### config.mk
export PLATFORM = sky130hd
export DESIGN_NAME = water_level_ctrl
export DESIGN_NICKNAME = d
export VERILOG_FILES = /design/src/rtl/water_pkg.sv /design/src/rtl/thermo_encoder.sv /design/src/rtl/water_level_ctrl.sv
export SDC_FILE = /design/constraint.sdc
export NUM_CORES = 1
export LEC_CHECK = 0
export ABC_AREA = 1
export CAP_MARGIN = 20
export CORE_UTILIZATION = 57
export CTS_CLUSTER_SIZE = 10
export DETAILED_ROUTE_END_ITERATION = 16
export PLACE_DENSITY_LB_ADDON = 0.15
export SKIP_LAST_GASP = 1
export SYNTH_ARGS = -nofsm -noshare
export SYNTH_HDL_FRONTEND = slang
export SYNTH_HIERARCHICAL = 1
export SYNTH_SLANG_ARGS = --single-unit
export TNS_END_PERCENT = 1
### constraint.sdc
create_clock -name clk -period 3.06 [get_ports clk]
set_clock_uncertainty 0.1 [all_clocks]
set_input_delay 0.612 -clock clk [delete_from_list [all_inputs] [get_ports clk]]
set_output_delay 0.612 -clock clk [all_outputs]
set_load 0.01 [all_outputs]
### src/rtl/water_pkg.sv
// Shared definitions for the water level controller: FSM encodings and level width helper.
package water_pkg;

  typedef logic [1:0] state_t;

  localparam state_t IDLE  = 2'd0;
  localparam state_t FILL  = 2'd1;
  localparam state_t FAULT = 2'd2;

  function automatic int unsigned lvl_width(input int unsigned n_sens);
    return $clog2(n_sens + 1);
  endfunction

endpackage

### src/rtl/thermo_encoder.sv
// Thermometer-code encoder: level = highest set probe + 1, bad = a gap below the top probe.
module thermo_encoder #(
  parameter int unsigned N_SENS = 8,
  parameter int unsigned LVL_W  = 4
) (
  input  logic [N_SENS-1:0] samp_i,
  output logic [LVL_W-1:0]  enc_lvl_c,
  output logic              enc_bad_c
);

  logic [LVL_W-1:0] lvl;

  always_comb begin
    lvl       = '0;
    enc_bad_c = 1'b0;
    for (int unsigned i = 0; i < N_SENS; i++) begin
      if (samp_i[i]) lvl = LVL_W'(i + 1);
    end
    for (int unsigned i = 0; i < N_SENS; i++) begin
      if (!samp_i[i] && (LVL_W'(i) < lvl)) enc_bad_c = 1'b1;
    end
    enc_lvl_c = lvl;
  end

endmodule

### src/rtl/water_level_ctrl.sv
// Tank level controller: probe sampling, debounced level/flags and a hysteresis pump FSM
// with fill timeout and latched fault.
module water_level_ctrl
  import water_pkg::*;
#(
  parameter int unsigned N_SENS       = 8,
  parameter int unsigned LVL_W        = lvl_width(N_SENS),
  parameter int unsigned DEBOUNCE     = 4,
  parameter int unsigned LOW_TH       = 2,
  parameter int unsigned HIGH_TH      = 6,
  parameter int unsigned FILL_TIMEOUT = 64
) (
  input  logic              clk,
  input  logic              rst,
  input  logic              en,
  input  logic [N_SENS-1:0] sensors,
  input  logic              clr_fault,
  output logic [LVL_W-1:0]  level,
  output logic              level_vld,
  output logic              full,
  output logic              half,
  output logic              empty,
  output logic              sens_err,
  output logic              pump_on,
  output logic              fault
);

  localparam int unsigned CNT_W = (DEBOUNCE > 1) ? $clog2(DEBOUNCE) : 1;
  localparam int unsigned TMR_W = $clog2(FILL_TIMEOUT + 1);
  localparam logic [CNT_W-1:0] CNT_LAST = CNT_W'(DEBOUNCE - 1);
  localparam logic [TMR_W-1:0] TMR_LAST = TMR_W'(FILL_TIMEOUT - 1);
  localparam logic [LVL_W-1:0] LVL_FULL = LVL_W'(N_SENS);
  localparam logic [LVL_W-1:0] LVL_HALF = LVL_W'(N_SENS / 2);
  localparam logic [LVL_W-1:0] LVL_LOW  = LVL_W'(LOW_TH);
  localparam logic [LVL_W-1:0] LVL_HIGH = LVL_W'(HIGH_TH);

  logic [N_SENS-1:0] samp_q;
  logic              samp_vld_q;
  logic [LVL_W-1:0]  enc_lvl;
  logic              enc_bad;

  logic [LVL_W-1:0]  cand_lvl_q, cand_lvl_d;
  logic              cand_bad_q, cand_bad_d;
  logic              cand_vld_q, cand_vld_d;
  logic [CNT_W-1:0]  cnt_q, cnt_d;
  logic [LVL_W-1:0]  level_q, level_d;
  logic              level_vld_q, level_vld_d;
  logic              sens_err_q, sens_err_d;
  logic              full_q, full_d, half_q, half_d, empty_q, empty_d;
  state_t            state_q, state_d;
  logic [TMR_W-1:0]  timer_q, timer_d;
  logic              pump_on_q, pump_on_d;
  logic              fault_q, fault_d;

  thermo_encoder #(
    .N_SENS (N_SENS),
    .LVL_W  (LVL_W)
  ) u_enc (
    .samp_i    (samp_q),
    .enc_lvl_c (enc_lvl),
    .enc_bad_c (enc_bad)
  );

  // Debounce on {bad, level}; a bad pattern freezes the last good level.
  always_comb begin
    cand_lvl_d  = cand_lvl_q;
    cand_bad_d  = cand_bad_q;
    cand_vld_d  = cand_vld_q;
    cnt_d       = cnt_q;
    level_d     = level_q;
    level_vld_d = level_vld_q;
    sens_err_d  = sens_err_q;
    if (samp_vld_q) begin
      if (!cand_vld_q || (enc_bad != cand_bad_q) || (enc_lvl != cand_lvl_q)) begin
        cand_lvl_d = enc_lvl;
        cand_bad_d = enc_bad;
        cand_vld_d = 1'b1;
        cnt_d      = '0;
      end else if (cnt_q < CNT_LAST) begin
        cnt_d = cnt_q + CNT_W'(1);
      end else begin
        level_vld_d = 1'b1;
        sens_err_d  = cand_bad_q;
        if (!cand_bad_q) level_d = cand_lvl_q;
      end
    end
    full_d  = (level_d == LVL_FULL);
    half_d  = (level_d >= LVL_HALF);
    empty_d = (level_d == '0);
  end

  // Pump FSM: sensor error wins, then timeout, then hysteresis thresholds.
  always_comb begin
    state_d = state_q;
    timer_d = '0;
    if (state_q == FILL) timer_d = (timer_q == '1) ? timer_q : timer_q + TMR_W'(1);
    if (sens_err_q) begin
      state_d = FAULT;
    end else begin
      case (state_q)
        IDLE:    if (en && level_vld_q && (level_q <= LVL_LOW)) state_d = FILL;
        FILL:    if (timer_q == TMR_LAST) state_d = FAULT;
                 else if ((level_q >= LVL_HIGH) || !en) state_d = IDLE;
        FAULT:   if (clr_fault) state_d = IDLE;
        default: state_d = IDLE;
      endcase
    end
    pump_on_d = (state_d == FILL);
    fault_d   = (state_d == FAULT);
  end

  always_ff @(posedge clk) begin
    if (rst) begin
      samp_q      <= '0;
      samp_vld_q  <= 1'b0;
      cand_lvl_q  <= '0;
      cand_bad_q  <= 1'b0;
      cand_vld_q  <= 1'b0;
      cnt_q       <= '0;
      level_q     <= '0;
      level_vld_q <= 1'b0;
      sens_err_q  <= 1'b0;
      full_q      <= 1'b0;
      half_q      <= 1'b0;
      empty_q     <= 1'b1;
      state_q     <= IDLE;
      timer_q     <= '0;
      pump_on_q   <= 1'b0;
      fault_q     <= 1'b0;
    end else begin
      samp_q      <= sensors;
      samp_vld_q  <= 1'b1;
      cand_lvl_q  <= cand_lvl_d;
      cand_bad_q  <= cand_bad_d;
      cand_vld_q  <= cand_vld_d;
      cnt_q       <= cnt_d;
      level_q     <= level_d;
      level_vld_q <= level_vld_d;
      sens_err_q  <= sens_err_d;
      full_q      <= full_d;
      half_q      <= half_d;
      empty_q     <= empty_d;
      state_q     <= state_d;
      timer_q     <= timer_d;
      pump_on_q   <= pump_on_d;
      fault_q     <= fault_d;
    end
  end

  assign level     = level_q;
  assign level_vld = level_vld_q;
  assign full      = full_q;
  assign half      = half_q;
  assign empty     = empty_q;
  assign sens_err  = sens_err_q;
  assign pump_on   = pump_on_q;
  assign fault     = fault_q;

endmodule

# Yosys cells after proc, flatten, opt, wreduce, memory -nomap -nowiden
# Index checks and enable logic that the tools add are counted.
# totals
ff_bits	37
in_bits	12
out_inout_bits	11
wordCells	101
# op_classes
n_addsub	2
magnitude_cmp	12
eq_ne	9
n_mux	29
bitwise_logic	3
n_reduce_logical	30
# ops
operator	count
4-bit two-way mux	5
2-bit two-way mux	9
3-bit by 4-bit less-than comparator with 1-bit output, first input constant	4
3-bit two-way mux	4
1-bit logical AND	10
1-bit zero test	10
1-bit two-way mux	10
4-bit by 3-bit greater-or-equal comparator with 1-bit output, second input constant	2
1-bit by 4-bit less-than comparator with 1-bit output, first input constant	2
2-bit by 4-bit less-than comparator with 1-bit output, first input constant	2
7-bit by 1-bit adder with 7-bit output, second input constant	1
7-bit by 6-bit == test with 1-bit output, second input constant	1
7-bit == test, second input constant	1
2-bit one-hot mux with 3 select lines	1
2-bit by 1-bit == test with 1-bit output, second input constant	2
2-bit == test, second input constant	2
4-bit == test, second input constant	1
4-bit by 2-bit <= comparator with 1-bit output, second input constant	1
4-bit zero test	1
4-bit != test	1
2-bit AND reduction	2
1-bit logical OR	3
1-bit NOT	3
3-bit AND reduction	1
other kinds (6)	6

# Depth between registers and ports, before layout
# depth
word_depth	24
mapped_depth	18
ltp_nobuf	18

# Cells and area by module
# Netlist, hierarchy kept.
# modules_own_cells
module	n_inst	cells_each	area_each_um2	seq_area_each_um2
water_level_ctrl	1	196	1522.7	740.7
thermo_encoder	1	31	137.6	0.0

# Least setup slack after synthesis
# No wires, ideal clock.
# synth_timing
kind	register to register
startpoint	reg samp_q[1]
endpoint	reg half_q, in the netlist half
setup_time_ns	0.128
arrival_ns	1.522
required_ns	2.832
slack_ns	1.311
stages_incl_launch_ff	17
n_path_buf	0
period_less_slack_ns	1.749
cell_sequence	dfxtp_1 inv_1 nand2_1 nand2_1 nand2_1 nand2_1 nand2_1 a21oi_1 inv_1 nand2_1 nand3_2 nor2_8 nand3_4 nand2_2 nand2_2 nor2_2 nor2_1
# synth_between
elab_chain_len	23
elab_cells_between_ends	39
classes_between	order compare: 9; eq/ne: 2; mux: 17; reduce/logical: 11
# synth_lines
element	line_no	rtl
start: declaration	water_level_ctrl.sv:37	logic [N_SENS-1:0] samp_q;
start signal: assignment	water_level_ctrl.sv:131	samp_q <= sensors;
2-bit two-way mux * (2 in series)	thermo_encoder.sv:17	if (samp_i[i]) lvl = LVL_W'(i + 1);
3-bit two-way mux * (4 in series)	thermo_encoder.sv:17	
4-bit two-way mux *	thermo_encoder.sv:17	
via enc_lvl[0]	water_level_ctrl.sv:39	logic [LVL_W-1:0] enc_lvl;
1-bit by 4-bit less-than comparator with 1-bit output	thermo_encoder.sv:20	if (!samp_i[i] && (LVL_W'(i) < lvl)) enc_bad_c = 1'b1;
1-bit logical AND	thermo_encoder.sv:20	
1-bit two-way mux (8 in series)	thermo_encoder.sv:20	
1-bit != test	water_level_ctrl.sv:74	if (!cand_vld_q || (enc_bad != cand_bad_q) || (enc_lvl != cand_lvl_q)) begin
1-bit logical OR	water_level_ctrl.sv:74	
1-bit logical OR *	water_level_ctrl.sv:74	
4-bit two-way mux *	water_level_ctrl.sv:74	
4-bit two-way mux *	water_level_ctrl.sv:73	if (samp_vld_q) begin
4-bit by 3-bit greater-or-equal comparator with 1-bit output *	water_level_ctrl.sv:88	half_d = (level_d >= LVL_HALF);
end signal: assignment	water_level_ctrl.sv:141	half_q <= half_d;
end: declaration	water_level_ctrl.sv:49	logic full_q, full_d, half_q, half_d, empty_q, empty_d;
# Mark *: on every way through the listed nets, which the timed path passes. The rest lies on a longest branch.
# A chain may end at the register's enable or synchronous reset.

# Worst setup path in the final report
# layout_timing
startpoint	reg level_q[1], in the netlist level[1]
endpoint	out level[1]
# layout_lines
element	line_no	rtl
start: declaration	water_level_ctrl.sv:46	logic [LVL_W-1:0] level_q, level_d;
start signal: assignment	water_level_ctrl.sv:137	level_q <= level_d;
end: declaration	water_level_ctrl.sv:18	output logic [LVL_W-1:0] level,
# No word-level cell between the ends.

==> results_dict.tcl <==
set metrics [dict create \
    cts_buffer_depth 2 \
    fin_crit_sh_pct 66.3 \
    synth_top_family_by_area "simple AND/OR/NAND/NOR gates" \
    synth_edf_count 0 \
    crit_path_end_kind "primary output" \
    ys_warn_count 6 \
    timing.fmax_mhz 493 \
    clock-root-buffer "clkbuf_4" \
    path_cells "clkdlybuf4s50_1" \
    die_y_um 56.0 \
    status "finished, final reports clean" \
    critPathLaunchType "flip-flop" \
    area_growth_pct 20.3 \
    dr.max_layer_used "met4" \
    drcViolationCount 0 \
    crit_path_top_delay_cell "clkdlybuf4s50_1" \
    slowest_delay_ns 0.56 \
    dr_wl_met2_um 1390 \
    numClockSinks 37 \
    ff2ff_path_depth 17 \
    grt_pass1_vias 1247 \
    dpl.hpwl_um 2190 \
    multi_input_area_sq_um 743 \
    clock_latency_ns 0.35 \
    post_cts_resized 0 \
    vdd_ir_drop_max_mv 0.566 \
    worst_hold_startpoint "cand_vld_q" \
    wl_um 2910 \
    worstSetupPathType "reg2out" \
    drv_slew 0 \
    hold_slack_ns 0.363 \
    slew_headroom_pct 67.9 \
    crit_required_ns 2.35 \
    drv_cap 0 \
    synth.distinct_cells 29 \
    via_per_inst 4.89 \
    power.internal_mw 0.728 \
    p_sw_share_pct 24.0 \
    hold_end "cand_vld_q" \
    layout.nets 267 \
    dr.first_iter.drc_count 48 \
    powerDensity_nw_per_um2 479 \
    grt_pass1_wl_um 5130 \
    postCtsSetupBuffers 0 \
    hold_viol 0 \
    synth_fp_nets 241 \
    grt_max_degree 16 \
    fin_ws_ns 1.03 \
    worstPathArrival_ns 1.32 \
    leakage_nw 0.925 \
    cts_max_level 2 \
    r2r_end "empty" \
    register_area_sq_um 741 \
    synth_simple_gate_area_share_pct 30.4 \
    cp_top_family "buffers and inverters" \
    antenna_found_initial 0 \
    tritoncts "done" \
    setup-violations-final 0 \
    p_total_mw 0.957 \
    synth_seq_area_share_pct 44.6 \
    num_antenna_cells 0 \
    die_x_um 56.0 \
    post-place-ws_ns 0.914 \
    crit_buf_inv 1 \
    tightestPinTransition_ns 0.479 \
    track_usage_pct 21.6 \
    ys_async_sr_fraction_pct 0 \
    initial_utilization_pct 60.2 \
    final_cells 285 \
    portBuffers 22 \
    holdBufCountCts 0 \
    min_period_ns 2.03 \
    tns_ns 0 \
    avgSynthCellArea_sq_um 7.31 \
    seqPwrFrac_pct 52.9 \
    fillCellCount 253 \
    ys.flop_type "dfxtp_1" \
    ys_seq_elements 37 \
    drt.antenna.violating_nets 0 \
    firstDrtPassIters 4 \
    r2r_slack_ns 1.10 \
    die_area_sq_um 3130 \
    drive_above_1_share_pct 13.0 \
    routedWlPerCell_um 10.2 \
    vias 1395 \
    hold_path.class "reg2reg" \
    power_switching_mw 0.230 \
    synth-compound-area-share_pct 11.2 \
    synthAdderAreaFrac_pct 1.51 \
    clk_pin_slew_ns 0.12 \
    r2r-start "samp_q[1]" \
    route.met3.wl_um 99 \
    worstPathMaxFanout 4 \
    muxShareOfSynthArea_pct 0 \
    p_comb_share_pct 9.5 \
    grt-ovfl-total 0 \
    rows 19 \
    numCtsBuffers 5 \
    syn_area_sq_um 1660 \
    hold_depth 2 \
    synth_xor_area_share_pct 1.58 \
    clockPowerShare_pct 37.6 \
    ios 23 \
    dp.cells 277 \
    grt_setup_unrepaired "no" \
    met1_length_um 1370 \
    place.gp.congestion 0.763 \
    syn_inst 227 \
    core_area_sq_um 2760 \
]
==> sequential cells by signal (all words and copies together) (netlist names) <==
name        flops
cand_bad_q      1
cnt_q           2
fault           1
samp_vld_q      1
level           4
state_q         2
sens_err        1
cand_lvl_q      4
full            1
half            1
level_vld       1
timer_q         7
samp_q          8
empty           1
cand_vld_q      1
pump_on         1
==> synth_stat cells (2+ instances only) <==
cell type / number / area share (%)
dfxtp_1: 37 / 45
o21ai_1: 2 / 0.60
nor2_1: 26 / 5.9
a31oi_1: 3 / 1.1
nand2_2: 6 / 2.3
nand3_1: 4 / 1.2
ha_1: 2 / 1.5
a21oi_1: 17 / 5.1
clkbuf_1: 3 / 0.68
o21ai_0: 10 / 3.0
nand2_1: 44 / 9.9
nand4_1: 11 / 4.1
nor2_2: 6 / 2.3
xor2_1: 2 / 1.1
inv_1: 34 / 7.7
inv_2: 7 / 1.6
==> kinds of logic (layout without fill, tap and decap cells) <==
family / Yosys count / after routing
and+or+nand+nor: 104 / 104
buffers and inverters: 46 / 73
DFF: 37 / 37
AOI/OAI and AO/OA: 35 / 35
xor gates and xnor gates: 3 / 3
adders and majority gates: 2 / 2
==> layout by cell type, fill, tap and decap left out, drive strengths merged <==
cell type      instances
nand2                 50
inv                   41
dfxtp                 37
nor2                  34
clkdlybuf4s50         22
a21oi                 17
o21ai                 12
nand4                 11
clkbuf                 6
nand3                  6
a31oi                  3
xor2                   2
ha                     2
clkinv                 1
nand3b                 1
a211oi                 1
and3                   1
or2                    1
xnor2                  1
clkinvlp               1
bufinv                 1
buf                    1
o211ai                 1
o21bai                 1
==> final cells by class <==
cell class	instances	share of cell area, %
multi-input combinational	144	37.2
sequential	37	37.1
clock buffer	6	2.57
inverter	42	7.89
tap	31	1.94
clock inverter	2	1.88
timing repair buffer	23	11.4
==> how the worst max path moves through the flow <==
stage,startpoint,to,slack (ns),depth (start not counted)
2_1_floorplan,samp_q[1],half,1.31,16
3_3_place_gp,rst,full,0.93,4
3_5_place_dp,rst,full,0.91,4
4_1_cts,level[1],level[1],1.01,1
5_1_grt,samp_q[1],cand_lvl_q[3],0.85,15
6_report,level[1],level[1],1.03,1
==> per-layer routing <==
metal / vias to the layer above / global-route usage (%)
met5: - / 0
met4: 0 / 9.41
met3: 4 / 7.67
met2: 24 / 35.9
met1: 601 / 24.9
li1: 766 / -
==> per-stage QoR <==
stage | area, sq um | utilization [%]
3_5_place_dp | 1910 | 69.2
2_1_floorplan | 1660 | -
6_report | 2000 | 72.4
5_1_grt | 2000 | 72.4
3_3_place_gp | 1910 | 69.2
4_1_cts | 2000 | 72.4
==> power by group through the flow <==
stage | registers, mW | clock network, mW | logic, mW
global placement | 0.518 | 0 | 0.0898
detailed placement | 0.518 | 0 | 0.0916
floorplan | 0.515 | 0 | 0.0677
finish | 0.507 | 0.360 | 0.0907
global route | 0.509 | 0.385 | 0.105
CTS | 0.507 | 0.367 | 0.0919
No activity file was read; power rests on OpenSTA's default activity.
==> RTL edit 1 (config.mk and constraints unchanged) <==
Reset style: asynchronous (`rst`), changed in one clocked block.
--- a/src/rtl/water_level_ctrl.sv
+++ b/src/rtl/water_level_ctrl.sv
@@ -109,7 +109,7 @@
     fault_d   = (state_d == FAULT);
   end
 
-  always_ff @(posedge clk) begin
+  always_ff @(posedge clk or posedge rst) begin
     if (rst) begin
       samp_q      <= '0;
       samp_vld_q  <= 1'b0;
Behaviour: differs if rst is asserted again (counterexample within 10 cycles, from zero or initial values and one cycle with rst high); with rst held inactive, the same outputs for 10 cycles.
==> RTL edit 1 against the original RTL <==
- setup slack lost 0.078 ns
- sequential cell count is the same
- power shrank 4.4%
- synthesized area grew 8.1%
- design area grew 6.1%
- first-iteration DRC count grew 6.3%
- synthesized cell count shrank 10%
- routed wire length grew 20%
- maximum frequency shrank 3.7%
- non-clock buffer count is the same
- die area grew 7.8%
- sequential power grew 3%
- critical path depth is the same
==> RTL edit 1: results (changes against the original RTL) <==
| Metric | Value |
|---|---|
| Outcome | finished clean |
| Sequential area share after synthesis | 0.517 (+0.0706) |
| Synth unique cells | 34 (+17%) |
| Synth Flop Type | dfrtp_1 |
| Worst-Margin Slew | 0.706 ns (+0.227 ns) |
| Pint | 664 uW (-8.7%) |
| Pin count of the biggest net entering global routing | 21 (+5) |
| Async S/R FF share, synth | 1.00 (+1.00) |
| Via count | 1399 (+0.29%) |
| Synth top area cells | dfrtp_1 (50%), nand2_1 (11%), inv_1 (7.3%) |
| Slowest CP cell | dfstp_2 |
| Max Fanout on Critical Path | 1 (-3) |
| Fill cell count | 223 (-12%) |
| Overall routing resource usage | 0.240 (+0.0243) |
| DP HPWL | 2.68 mm (+22%) |
| Share of layout cells above drive strength 1 | 0.142 (+0.0123) |
| Crit path largest cell delay | 0.53 ns (-0.03 ns) |
| Max VDD drop | 0.329 mV (-42%) |
| Wire per inst | 12.7 um (+25%) |
| Number of global-route vias before repair | 1513 (+21%) |
| Crit path DAT | 1.39 ns (+0.07 ns) |
| # nets final | 245 (-8.2%) |
| Post-synth top cells | nand2_1 (54), dfrtp_1 (36), inv_1 (35), o21ai_0 (9) |
| Dpl ws | 1.05 ns (+0.134 ns) |
| R2R depth | 16 (-1) |
-- RTL edit 1: cell count changes in the layout (fill, tap and decap cells not counted), sizes merged, moves of 4 or more --
cell / before / now
dfxtp: 37 / 0
dfrtp: 0 / 36
nor2: 34 / 13
a21oi: 17 / 7
nand2: 50 / 59
o21ai: 12 / 18
inv: 41 / 36
nand4: 11 / 7
-- RTL edit 1: per-layer routing --
layer | vias to the layer above | part of all wire | track usage
met2 | 39 | 0.52 | 0.437
met3 | 10 | 0.037 | 0.0670
met4 | 0 | 0.015 | 0.112
li1 | 703 | - | -
met5 | - | 0 | 0
met1 | 647 | 0.43 | 0.255
-- RTL edit 1: logic make-up (layout without fill, tap and decap cells) --
logic type      count (synthesis)  count (layout)  synth area share
simple gates                   91              91             0.255
buf+inv                        40              68            0.0962
flops                          37              37             0.517
compound gates                 33              33             0.116
fa+ha+maj                       2               2            0.0139
other cells                     1               1           0.00209
-- RTL edit 1: final cells by class --
cell class	instances	area share
Tap cell	42	0.0248
Inverter	37	0.0661
Clock buffer	6	0.0242
Clock inverter	2	0.00649
Sequential cell	37	0.437
Timing Repair Buffer	23	0.113
Multi-Input combinational cell	127	0.328
-- RTL edit 1: worst paths after layout --
kind | startpoint | to | slack (ns)
setup / recovery | empty$_DFF_PP1_ | empty | 0.95
hold / removal | cand_vld_q$_DFFE_PP0P_ | cand_vld_q$_DFFE_PP0P_ | 0.37
setup reg to reg | samp_q[1]$_DFF_PP0_ | full$_DFF_PP0_ | 1.00
hold reg to reg | cand_vld_q$_DFFE_PP0P_ | cand_vld_q$_DFFE_PP0P_ | 0.37
max in group asynchronous | rst | samp_q[6]$_DFF_PP0_ | 1.73
min in group asynchronous | rst | cand_lvl_q[2]$_DFFE_PP0P_ | 0.58
-- RTL edit 1: worst register-to-register path, stage by stage, from the launching register on --
cell and delay [ns]:
dfrtp_1 0.43, inv_1 0.10, nand2_1 0.05, nand2_1 0.05, nand2_1 0.05, nand2_1 0.05, nand2_1 0.05, a21oi_1 0.18
inv_1 0.10, nand2_1 0.08, nand3_2 0.12, nor2_8 0.19, nand3_4 0.12, nand2_1 0.09, nand2_1 0.07, nand2_2 0.09
nor2_1 0.04
-- RTL edit 1: metrics by stage --
| stage | area (um^2) | instances |
|---|---|---|
| 2_1_floorplan | 1790 | 204 |
| 3_5_place_dp | 2050 | 266 |
| 3_3_place_gp | 2050 | 266 |
| 4_1_cts | 2120 | 274 |
| 5_1_grt | 2120 | 274 |
| 6_report | 2120 | 274 |
-- RTL edit 1: power groups by stage --
stage	Combinational, uW	Sequential (uW)	Clock [uW]
3_5_place_dp	121	532	0
6_report	120	523	272
2_1_floorplan	94.1	528	0
3_3_place_gp	116	531	0
4_1_cts	121	523	277
5_1_grt	135	526	299
==> RTL edit 2 (same settings) <==
Without the edit above. `FILL_TIMEOUT`: 64 -> 32.
--- a/src/rtl/water_level_ctrl.sv
+++ b/src/rtl/water_level_ctrl.sv
@@ -8,7 +8,7 @@
   parameter int unsigned DEBOUNCE     = 4,
   parameter int unsigned LOW_TH       = 2,
   parameter int unsigned HIGH_TH      = 6,
-  parameter int unsigned FILL_TIMEOUT = 64
+  parameter int unsigned FILL_TIMEOUT = 32
 ) (
   input  logic              clk,
   input  logic              rst,
Formal check against the unedited RTL: no difference found for any inputs over 10 cycles, from zero or initial values and one cycle with rst high; that may be too few to reach the edited logic, so the function may still have changed.
==> RTL edit 2 against the original RTL <==
- design area fell by 4.1%
- largest power group unchanged
- sequential cell count down 1
- largest cell class is now registers
- synthesized area fell by 3.2%
- routed wire length is 2.1% higher
- power decreased by 12%
- sequential power is 3% lower
- register-to-register slack got worse by 0.08 ns
- sequential share of layout area increased by 0.55 points
- count of clock-buffer cells in the layout unchanged
- setup slack worse by 0.0089 ns
- combinational power fell by 2%
==> RTL edit 2: results (changes against the original RTL) <==
| Metric | Value |
|---|---|
| DP HPWL | 2.22 mm (+1.2%) |
| Worst-Margin Slew | 0.439 ns (-0.0407 ns) |
| Sequential area share after synthesis | 0.448 (+0.00213) |
| Global-route wire length before repair | 4.78 mm (-6.7%) |
| Max VDD drop | 0.426 mV (-25%) |
| Via density | 4.84 (-1.1%) |
| Outcome | finished clean |
| CP Launch Point | samp_q[5]$_SDFF_PP0_ |
| Synth unique cells | 31 (+6.9%) |
| Leakage | 0.000882 uW (-4.6%) |
| Synthesized Nets | 237 (-1.7%) |
| R2R depth | 14 (-3) |
| Wire per inst | 10.6 um (+3.9%) |
| Synth top area cells | dfxtp_1 (45%), nand2_1 (11%), inv_1 (7.5%) |
| Final wirelength | 2.97 mm (+2.1%) |
| Pin count of the biggest net entering global routing | 22 (+6) |
| GP Congestion | 0.748 (-1.9%) |
| # nets final | 263 (-1.5%) |
| Post-DP Area | 1850 um^2 (-2.9%) |
| CTS clk-pin slew, worst paths | 0.10 ns (-0.02 ns) |
| Post-synth top cells | nand2_1 (48), dfxtp_1 (36), inv_1 (32), nor2_1 (25), a21oi_1 (20) |
| Number of global-route vias before repair | 1105 (-11%) |
| Latest clock arrival within the worst-skew pair | 0.33 ns (-0.02 ns) |
| Fill cell count | 221 (-13%) |
| Max Fanout on Critical Path | 10 (+6) |
| Share of layout cells above drive strength 1 | 0.124 (-0.00592) |
| Dpl ws | 0.914 ns (-0.000276 ns) |
| RR Endpoint | cand_bad_q$_SDFFE_PP0P_ |
| Placed cells | 272 (-1.8%) |
| Overall routing resource usage | 0.225 (+0.00923) |
| Iter 0 DRT Violations | 30 (-38%) |
==> RTL edit 2: cells by family (layout without fill, tap and decap cells) <==
| logic type | Yosys count | in the layout | synth area share |
|---|---|---|---|
| compound gates | 37 | 37 | 0.127 |
| fa+ha+maj | 2 | 2 | 0.0156 |
| flops | 36 | 36 | 0.448 |
| buf+inv | 44 | 71 | 0.106 |
| simple gates | 103 | 103 | 0.298 |
| xor+xnor | 1 | 1 | 0.00545 |
==> RTL edit 2: critical path, stage by stage (launching register included) <==
cell,delay (ns)
dfxtp_1,0.34
nor2_2,0.14
o21bai_1,0.12
nand2_1,0.06
nor2_1,0.12
nand2_1,0.13
inv_1,0.07
nand2_1,0.05
nand2_1,0.05
nand2_1,0.08
nor2_4,0.18
nand2_1,0.12
nand2_2,0.17
o21ai_0,0.12
a21oi_1,0.14
==> RTL edit 2: power breakdown <==
part | switching [uW] | internal [uW] | leakage, uW
Clock | 150 | 109 | 0.0000380
Combinational | 51.5 | 37.6 | 0.000550
Sequential | 11.5 | 482 | 0.000294
==> RTL edit 2: per-layer routing <==
metal,wire (um),GRT usage,part of all wire
met4,36,0.0750,0.012
met3,105,0.0574,0.035
met1,1540,0.313,0.52
met2,1280,0.335,0.43
met5,0,0,0
==> RTL edit 2: metrics by stage <==
stage / hold WS, ns / power [uW]
floorplan: 0.321 / 566
global placement: 0.333 / 592
detailed placement: 0.340 / 593
CTS: 0.355 / 852
global route: 0.373 / 889
finish: 0.347 / 843
==> RTL edit 2: area by class of cell <==
cell class	count	area, um^2	share of cell area
clock buffer	6	51.3	0.0268
clock inverter	2	10.0	0.00523
inverter	40	150	0.0784
multi-input combinational	143	717	0.375
sequential	36	721	0.376
tap	30	37.5	0.0196
timing repair buffer	23	228	0.119
